File: src/rtl/mem_bus_arbiter.sv
// Shared memory-port arbiter between instruction fetch (ibus) and load/store (dbus).
// Alternating priority on contention, fully registered memory interface,
// one-cycle completion pulses and a grant-state watchdog that aborts hung accesses.
module mem_bus_arbiter #(
  parameter int unsigned TIMEOUT = 255
) (
  input  logic        clk,
  input  logic        rst,
  input  logic        ibus_req,
  input  logic [31:0] ibus_addr,
  output logic [31:0] ibus_rdata,
  output logic        ibus_ack,
  input  logic        dbus_req,
  input  logic        dbus_we,
  input  logic [3:0]  dbus_sel,
  input  logic [31:0] dbus_addr,
  input  logic [31:0] dbus_wdata,
  output logic [31:0] dbus_rdata,
  output logic        dbus_ack,
  output logic        mem_ce_o,
  output logic        mem_we_o,
  output logic [3:0]  mem_sel_o,
  output logic [31:0] mem_addr_o,
  output logic [31:0] mem_wdata_o,
  input  logic [31:0] mem_rdata_i,
  input  logic        mem_ack_i,
  output logic        stall_req_o,
  output logic        bus_err_o
);

  typedef enum logic [1:0] {IDLE, GRANT_I, GRANT_D, RESP} state_t;

  // Abort fires at the end of the TIMEOUT-th cycle spent in a grant state.
  localparam logic [7:0] WD_LAST = 8'(TIMEOUT - 1);

  state_t      state_q, state_d;
  logic        last_d_q, last_d_d;
  logic [7:0]  wdog_q, wdog_d;
  logic        ce_q, ce_d;
  logic        we_q, we_d;
  logic [3:0]  sel_q, sel_d;
  logic [31:0] addr_q, addr_d;
  logic [31:0] wdata_q, wdata_d;
  logic [31:0] irdata_q, irdata_d;
  logic [31:0] drdata_q, drdata_d;
  logic        iack_q, iack_d;
  logic        dack_q, dack_d;
  logic        err_q, err_d;

  // Next-state, arbitration, completion capture and watchdog abort.
  always_comb begin
    state_d  = state_q;
    last_d_d = last_d_q;
    wdog_d   = wdog_q;
    ce_d     = ce_q;
    we_d     = we_q;
    sel_d    = sel_q;
    addr_d   = addr_q;
    wdata_d  = wdata_q;
    irdata_d = irdata_q;
    drdata_d = drdata_q;
    iack_d   = 1'b0;
    dack_d   = 1'b0;
    err_d    = 1'b0;
    case (state_q)
      IDLE: begin
        // Fetch wins contention only if data had the previous grant.
        if (ibus_req && (!dbus_req || last_d_q)) begin
          state_d  = GRANT_I;
          last_d_d = 1'b0;
          wdog_d   = 8'd0;
          ce_d     = 1'b1;
          we_d     = 1'b0;
          sel_d    = 4'b1111;
          addr_d   = ibus_addr;
          wdata_d  = 32'd0;
        end else if (dbus_req) begin
          state_d  = GRANT_D;
          last_d_d = 1'b1;
          wdog_d   = 8'd0;
          ce_d     = 1'b1;
          we_d     = dbus_we;
          sel_d    = dbus_sel;
          addr_d   = dbus_addr;
          wdata_d  = dbus_wdata;
        end
      end
      GRANT_I, GRANT_D: begin
        // A late ack in the final watchdog cycle still completes normally.
        if (mem_ack_i) begin
          state_d = RESP;
          ce_d    = 1'b0;
          we_d    = 1'b0;
          sel_d   = 4'b0000;
          if (state_q == GRANT_I) begin
            irdata_d = mem_rdata_i;
            iack_d   = 1'b1;
          end else begin
            drdata_d = we_q ? 32'd0 : mem_rdata_i;
            dack_d   = 1'b1;
          end
        end else if (wdog_q == WD_LAST) begin
          state_d = RESP;
          ce_d    = 1'b0;
          we_d    = 1'b0;
          sel_d   = 4'b0000;
          addr_d  = 32'd0;
          wdata_d = 32'd0;
          err_d   = 1'b1;
          if (state_q == GRANT_I) begin
            irdata_d = 32'd0;
            iack_d   = 1'b1;
          end else begin
            drdata_d = 32'd0;
            dack_d   = 1'b1;
          end
        end else begin
          wdog_d = wdog_q + 8'd1;
        end
      end
      RESP: state_d = IDLE;
      default: state_d = IDLE;
    endcase
  end

  // State and registered outputs; reset drops any transaction in flight.
  always_ff @(posedge clk) begin
    if (rst) begin
      state_q  <= IDLE;
      last_d_q <= 1'b1;
      wdog_q   <= 8'd0;
      ce_q     <= 1'b0;
      we_q     <= 1'b0;
      sel_q    <= 4'b0000;
      addr_q   <= 32'd0;
      wdata_q  <= 32'd0;
      irdata_q <= 32'd0;
      drdata_q <= 32'd0;
      iack_q   <= 1'b0;
      dack_q   <= 1'b0;
      err_q    <= 1'b0;
    end else begin
      state_q  <= state_d;
      last_d_q <= last_d_d;
      wdog_q   <= wdog_d;
      ce_q     <= ce_d;
      we_q     <= we_d;
      sel_q    <= sel_d;
      addr_q   <= addr_d;
      wdata_q  <= wdata_d;
      irdata_q <= irdata_d;
      drdata_q <= drdata_d;
      iack_q   <= iack_d;
      dack_q   <= dack_d;
      err_q    <= err_d;
    end
  end

  assign mem_ce_o    = ce_q;
  assign mem_we_o    = we_q;
  assign mem_sel_o   = sel_q;
  assign mem_addr_o  = addr_q;
  assign mem_wdata_o = wdata_q;
  assign ibus_rdata  = irdata_q;
  assign dbus_rdata  = drdata_q;
  assign ibus_ack    = iack_q;
  assign dbus_ack    = dack_q;
  assign bus_err_o   = err_q;

  // Stall while any request is waiting for its completion pulse.
  assign stall_req_o = !rst && ((ibus_req && !iack_q) || (dbus_req && !dack_q));

endmodule
File: config.mk
export PLATFORM = sky130hd
export DESIGN_NAME = mem_bus_arbiter
export DESIGN_NICKNAME = d
export VERILOG_FILES = /design/src/rtl/mem_bus_arbiter.sv
export SDC_FILE = /design/constraint.sdc
export NUM_CORES = 1
export LEC_CHECK = 0
export CORE_ASPECT_RATIO = 1.25
export CORE_UTILIZATION = 44
export DETAILED_ROUTE_END_ITERATION = 6
export GPL_ROUTABILITY_DRIVEN = 0
export GPL_TIMING_DRIVEN = 0
export HOLD_SLACK_MARGIN = 0.06
export PLACE_DENSITY_LB_ADDON = 0.3
export SYNTH_ARGS = -nofsm -noshare
export SYNTH_HDL_FRONTEND = slang
export SYNTH_SLANG_ARGS = --single-unit
File: constraint.sdc
create_clock -name clk -period 5.2 [get_ports clk]
set_clock_uncertainty 0.2 [all_clocks]
set_input_delay 0.52 -clock clk [delete_from_list [all_inputs] [get_ports clk]]
set_output_delay 0.52 -clock clk [all_outputs]
set_load 0.01 [all_outputs]
==> metrics, run 1 <==
status finished clean; crit path cell chain buf_2 -> clkbuf_1 -> buf_1 -> a21oi_1 -> clkdlybuf4s50_1; Hold Path Sink mem_addr_o[25]; Seq cells post-synth 148; Synth Instances 522; CTS resizes 0; share of synthesized registers carrying an async set or reset 0%; sequential area share after synthesis 52.7%; first-pass GRT wire length 28.4 mm; Synth top cells by count 148 x dfxtp_1, 65 x a22o_1, 40 x nand3_1, 38 x a21oi_1; Core Region 0.0123 mm2; Worst EP required 4.48 ns; placed cell count 960; crit path buf inv count 4; Ports 276; NetSw 1.63 mW; Slew @ Worst Pin 0.544 ns; area share of xor/xnor cells in the synthesized design 0%; Final nets 958; Fin Setup TNS 0 ns; worst endpoint data arrival time 2.14 ns; Top Metal Used met4; clock power share 26.2%; hold_buf cts 0; CP top delay family buffers and inverters; Post-Synthesis Cell Area 0.00562 mm2; WL final 18.9 mm; worst hold start mem_addr_o[25]; Syn Area/Cell 10.8 um2; CP endpoint kind primary output; CTS tree built; switching share of power 33.7%; post-synthesis adder-cell area fraction 1.11%; Max Clk Rate 350 MHz; top-area cell type share of the netlist area 52.7%; # diodes 0; DRC errors left 0; ys flop type dfxtp_1; metal1 wirelength 6.97 mm; grt ovf 0; simple logic cell fraction of the synthesized area 9.31%; largest net degree at the start of global routing 17; Hold Crit Depth 1; IO buf count 274; Seq pwr share 32.9%; TritonRoute pass-1 iters 5; setup bufs post-CTS 0; clk sink count 148; CP Launch Type input port; top post-synthesis cells by area dfxtp_1 53%, a22o_1 10%, o2bb2ai_1 5.8%; Internal 3.22 mW; final setup fails 0; max-cap viol count 0; CP max-delay cell clkdlybuf4s50_1; vias in the first global route 5532; drt wl/cell 19.1 um; hpwl dp 14.2 mm; final hold violations 0; relative max-transition margin 63.5%; P_leak 3.40 nW; via density per instance 5.53; DR WL met3 2.10 mm; vias post-DR 5477; clock-pin slew of the registers on the worst-case setup and hold paths 0.06 ns; setup slack, reg-to-reg 2.69 ns; period utilization 55.0%; worst hold path type reg2reg; Initial Utilization 45.8%; met2 routed WL 9.37 mm; final max-slew violation count 0; share of layout cells above drive strength 1 8.46%; P per Cell Area 528 mW/mm2; minimum clock period after layout 2.86 ns; combinational family with the most area after synthesis compound AO/OA/AOI/OAI gates; Die Y 128 um; worst vdd ir 0.000270 V; clock buffer depth 2; non-filler cells, final 991; Worst Path Class, Setup in2out; CP max stage delay 0.53 ns; cell taking the most area after synthesis dfxtp_1; CTS Buf Count 17; Comb power frac 40.9%; H-tree level count 4; 1st-iter DRT viols 360; total nets after synthesis 665; Antenna Nets Post-Route 0; Site Rows 45; Max FO, Critical Path 10; mux contribution to synthesized area 5.70%; r2r worst-path depth 7; area delta synth->final 63.3%; Cell variety after synth 48; Post-synth EDFFs 0; Yosys warning count 0; most frequent cell after synthesis dfxtp_1; clock root cell clkbuf_16; unrepaired setup endpoints after global routing no; complex-gate fraction of the synthesized area 26.2%; Die W 103 um; initial antenna violation count 0; GRT Overall Usage 28.1%; die area 0.0132 mm2; worst reg2reg startpoint state_q[0]; Clock Latency Late Sink 0.40 ns; R2R Path End ibus_rdata[18]
-- per-stage QoR --
step	hold slack (ns)	setup WS [ns]	util, %	instance area, um2	power [mW]
floorplan	0.250	3.07	-	5620	2.63
global placement	0.246	2.35	69.8	8570	3.52
detailed placement	0.249	2.31	69.8	8570	3.58
CTS	0.264	2.33	74.8	9180	4.87
global route	0.282	2.20	74.8	9180	5.09
finish	0.261	2.34	74.8	9180	4.85
-- per-layer routing --
layer  vias to the layer above  track usage [%]
li1                       2572                -
met1                      2591             29.7
met2                       277             49.8
met3                        37             10.8
met4                         0             11.2
met5                         -                0
-- layout make-up --
type / count / area (um2)
well taps: 164 / 205
clock buffers: 19 / 433
inverters: 6 / 22.5
plain buffers: 42 / 255
clock inverters: 12 / 179
fillers: 869 / 3100
multi-input cells: 326 / 2380
repair buffers: 274 / 2740
flip-flops and latches: 148 / 2960
-- state kept, by name (all words and copies together) (netlist names), 2 cells and up --
signal and count:
mem_wdata_o 32, state_q 2, ibus_rdata 32, dbus_rdata 32, mem_sel_o 4, wdog_q 8, mem_addr_o 32
-- worst reg2reg max path, stage by stage (launching register included) --
cell and delay (ns):
dfxtp_1 0.37, inv_1 0.08, ha_1 0.44, and4_1 0.29, a21oi_2 0.41, clkbuf_1 0.34
o21ai_0 0.16, a21oi_1 0.16
-- power groups by stage --
stage               Combinational (mW)  Clock (mW)  Sequential, mW
finish                            1.98        1.27            1.60
global route                      2.12        1.34            1.63
CTS                               1.99        1.28            1.59
detailed placement                1.97           0            1.61
global placement                  1.92           0            1.59
floorplan                        0.912           0            1.72
-- cell usage in the layout (no fill, tap or decap), types with 3 or more instances in the layout --
cell / count
a21oi_1: 38
a21oi_2: 3
a22o_1: 65
and2_1: 3
and3_1: 3
and4_1: 3
buf_2: 15
buf_6: 10
bufinv_16: 4
clkbuf_1: 17
clkbuf_16: 17
clkdlybuf4s50_1: 274
clkinvlp_4: 3
dfxtp_1: 148
ha_1: 5
inv_1: 6
mux2i_1: 32
nand2_1: 5
nand3_1: 40
nand4_1: 4
nor2_1: 12
nor3_1: 3
o21ai_0: 37
o21ai_1: 3
o2bb2ai_1: 37
o311ai_0: 4
-- cells by family (layout without fill, tap and decap cells) --
family | after synthesis | in the layout
mux | 32 | 32
compound gates | 201 | 201
buf+inv | 48 | 353
fa+ha+maj | 5 | 5
flops | 148 | 148
simple gates | 88 | 88
-- how the worst max path moves through the flow --
stage,end,from,depth (start not counted),slack (ns)
finish,stall_req_o,rst,5,2.34
global route,stall_req_o,rst,5,2.20
CTS,stall_req_o,rst,5,2.33
detailed placement,stall_req_o,rst,5,2.31
global placement,stall_req_o,rst,5,2.35
floorplan,stall_req_o,rst,4,3.07
(Power assumes the default switching activity.)
==> run 2, diff against run 1 <==
Settings changed: CORE_UTILIZATION 44 to 40.
Clock period 5.2 ns to 2.8 ns, I/O delays scaled along.
==> metrics, run 2 (synthesis results as in run 1) <==
worst hold path type in2reg; hold_buf cts 0 (unchanged); worst vdd ir 0.000575 V (+110%); H-tree level count 4 (unchanged); GRT Overall Usage 25.6% (-2.5 points); IO buf count 274 (unchanged); Slew @ Worst Pin 0.589 ns (+0.0448 ns); period utilization 90.3%; most common cell after layout, fill and taps aside clkdlybuf4s50_1; Die Y 135 um (+4.8%); DRC errors left 0 (unchanged); # diodes 0 (unchanged); Fin Setup TNS 0 ns (unchanged); CP Launch Type input port; final max-slew violation count 0 (unchanged); via density per instance 5.41 (-2.1%); clk sink count 148 (unchanged); final setup fails 0 (unchanged); CTS resizes 0 (unchanged); most frequent cells in the layout 274 x clkdlybuf4s50_1, 148 x dfxtp_1, 65 x a22o_1; max-cap viol count 0 (unchanged); P_leak 3.39 nW (-0.19%); WL final 18.6 mm (-1.6%); final hold violations 0 (unchanged); Worst Path Class, Setup in2out; minimum clock period after layout 2.53 ns; area delta synth->final 63.2% (about the same); CTS Buf Count 17 (unchanged); die area 0.0145 mm2 (+9.8%); non-filler cells, final 1003 (+1.2%); P per Cell Area 970 mW/mm2 (+83%); vias post-DR 5429 (-0.88%); TritonRoute pass-1 iters 5 (unchanged); clock root cell clkbuf_16; worst endpoint data arrival time 2.05 ns (-0.09 ns); clock-pin slew of the registers on the worst-case setup and hold paths 0.06 ns (about the same); Worst EP required 2.32 ns (-2.16 ns); setup bufs post-CTS 0 (unchanged); CTS tree built; Final nets 958 (unchanged); Design Power 8.89 mW (+83%); drt wl/cell 18.6 um (-2.8%); clock buffer depth 2 (unchanged); hpwl dp 14.0 mm (-1.5%); Clock Latency Late Sink 0.42 ns (+0.02 ns); share of layout cells above drive strength 1 8.82% (+0.35 points); initial antenna violation count 0 (unchanged); placed cell count 971 (+1.1%); Max Clk Rate 396 MHz; fillers 1078 (+24%); grt ovf 0 (unchanged); Ports 276 (unchanged); 1st-iter DRT viols 339 (-5.8%); Core Region 0.0138 mm2 (+12%); unrepaired setup endpoints after global routing no; largest net degree at the start of global routing 17 (unchanged); first-pass GRT wire length 28.5 mm (+0.51%); relative max-transition margin 60.7% (-2.7 points); Die W 108 um (+4.8%); status finished clean; CP endpoint kind primary output; Site Rows 48 (+6.7%); Max FO, Critical Path 10 (unchanged); WHS 0.211 ns (-0.0498 ns); Initial Utilization 40.9% (-4.9 points); vias in the first global route 5480 (-0.94%); Antenna Nets Post-Route 0 (unchanged)
run 2: path summary, 6_finish.rpt:
kind	cells after the start	end	slack (ns)	startpoint
min reg2reg	1	mem_addr_o[27]	0.26	mem_addr_o[27]
max	5	stall_req_o	0.27	rst
max reg2reg	7	mem_addr_o[19]	0.34	state_q[0]
min	4	wdog_q[7]	0.21	rst
run 2: layout make-up:
cell class	count	area, um2	area share [%]
plain buffers	42	255	2.78
well taps	175	219	2.39
clock inverters	14	150	1.64
repair buffers	274	2740	29.9
inverters	6	22.5	0.246
clock buffers	18	439	4.79
flip-flops and latches	148	2960	32.3
multi-input cells	326	2380	25.9
run 2: power by group:
group / internal [mW] / switching (mW) / total, mW
Clock: 1.34 / 0.912 / 2.26
Sequential: 2.65 / 0.312 / 2.97
Combinational: 1.83 / 1.84 / 3.67
Total: 5.83 / 3.06 / 8.89
run 2: worst max-delay path, cell delays in order:
cell,delay (ns)
buf_2,0.24
clkbuf_1,0.50
buf_1,0.40
a21oi_1,0.09
clkdlybuf4s50_1,0.52
run 2: layer usage:
metal	part of all wire [%]	vias to the layer above	routed length [um]	global-route usage, %
met5	0	-	0	0
met3	11	31	2080	9.85
li1	-	2571	-	-
met4	2.2	0	412	10.2
met2	49	272	9100	44.6
met1	38	2555	7020	27.7
run 2: through the flow:
step,cell area [um2],utilization [%],setup WS (ns)
floorplan,5620,-,0.762
CTS,9170,66.7,0.317
finish,9170,66.7,0.272
global route,9170,66.7,0.125
global placement,8580,62.4,0.325
detailed placement,8580,62.4,0.313
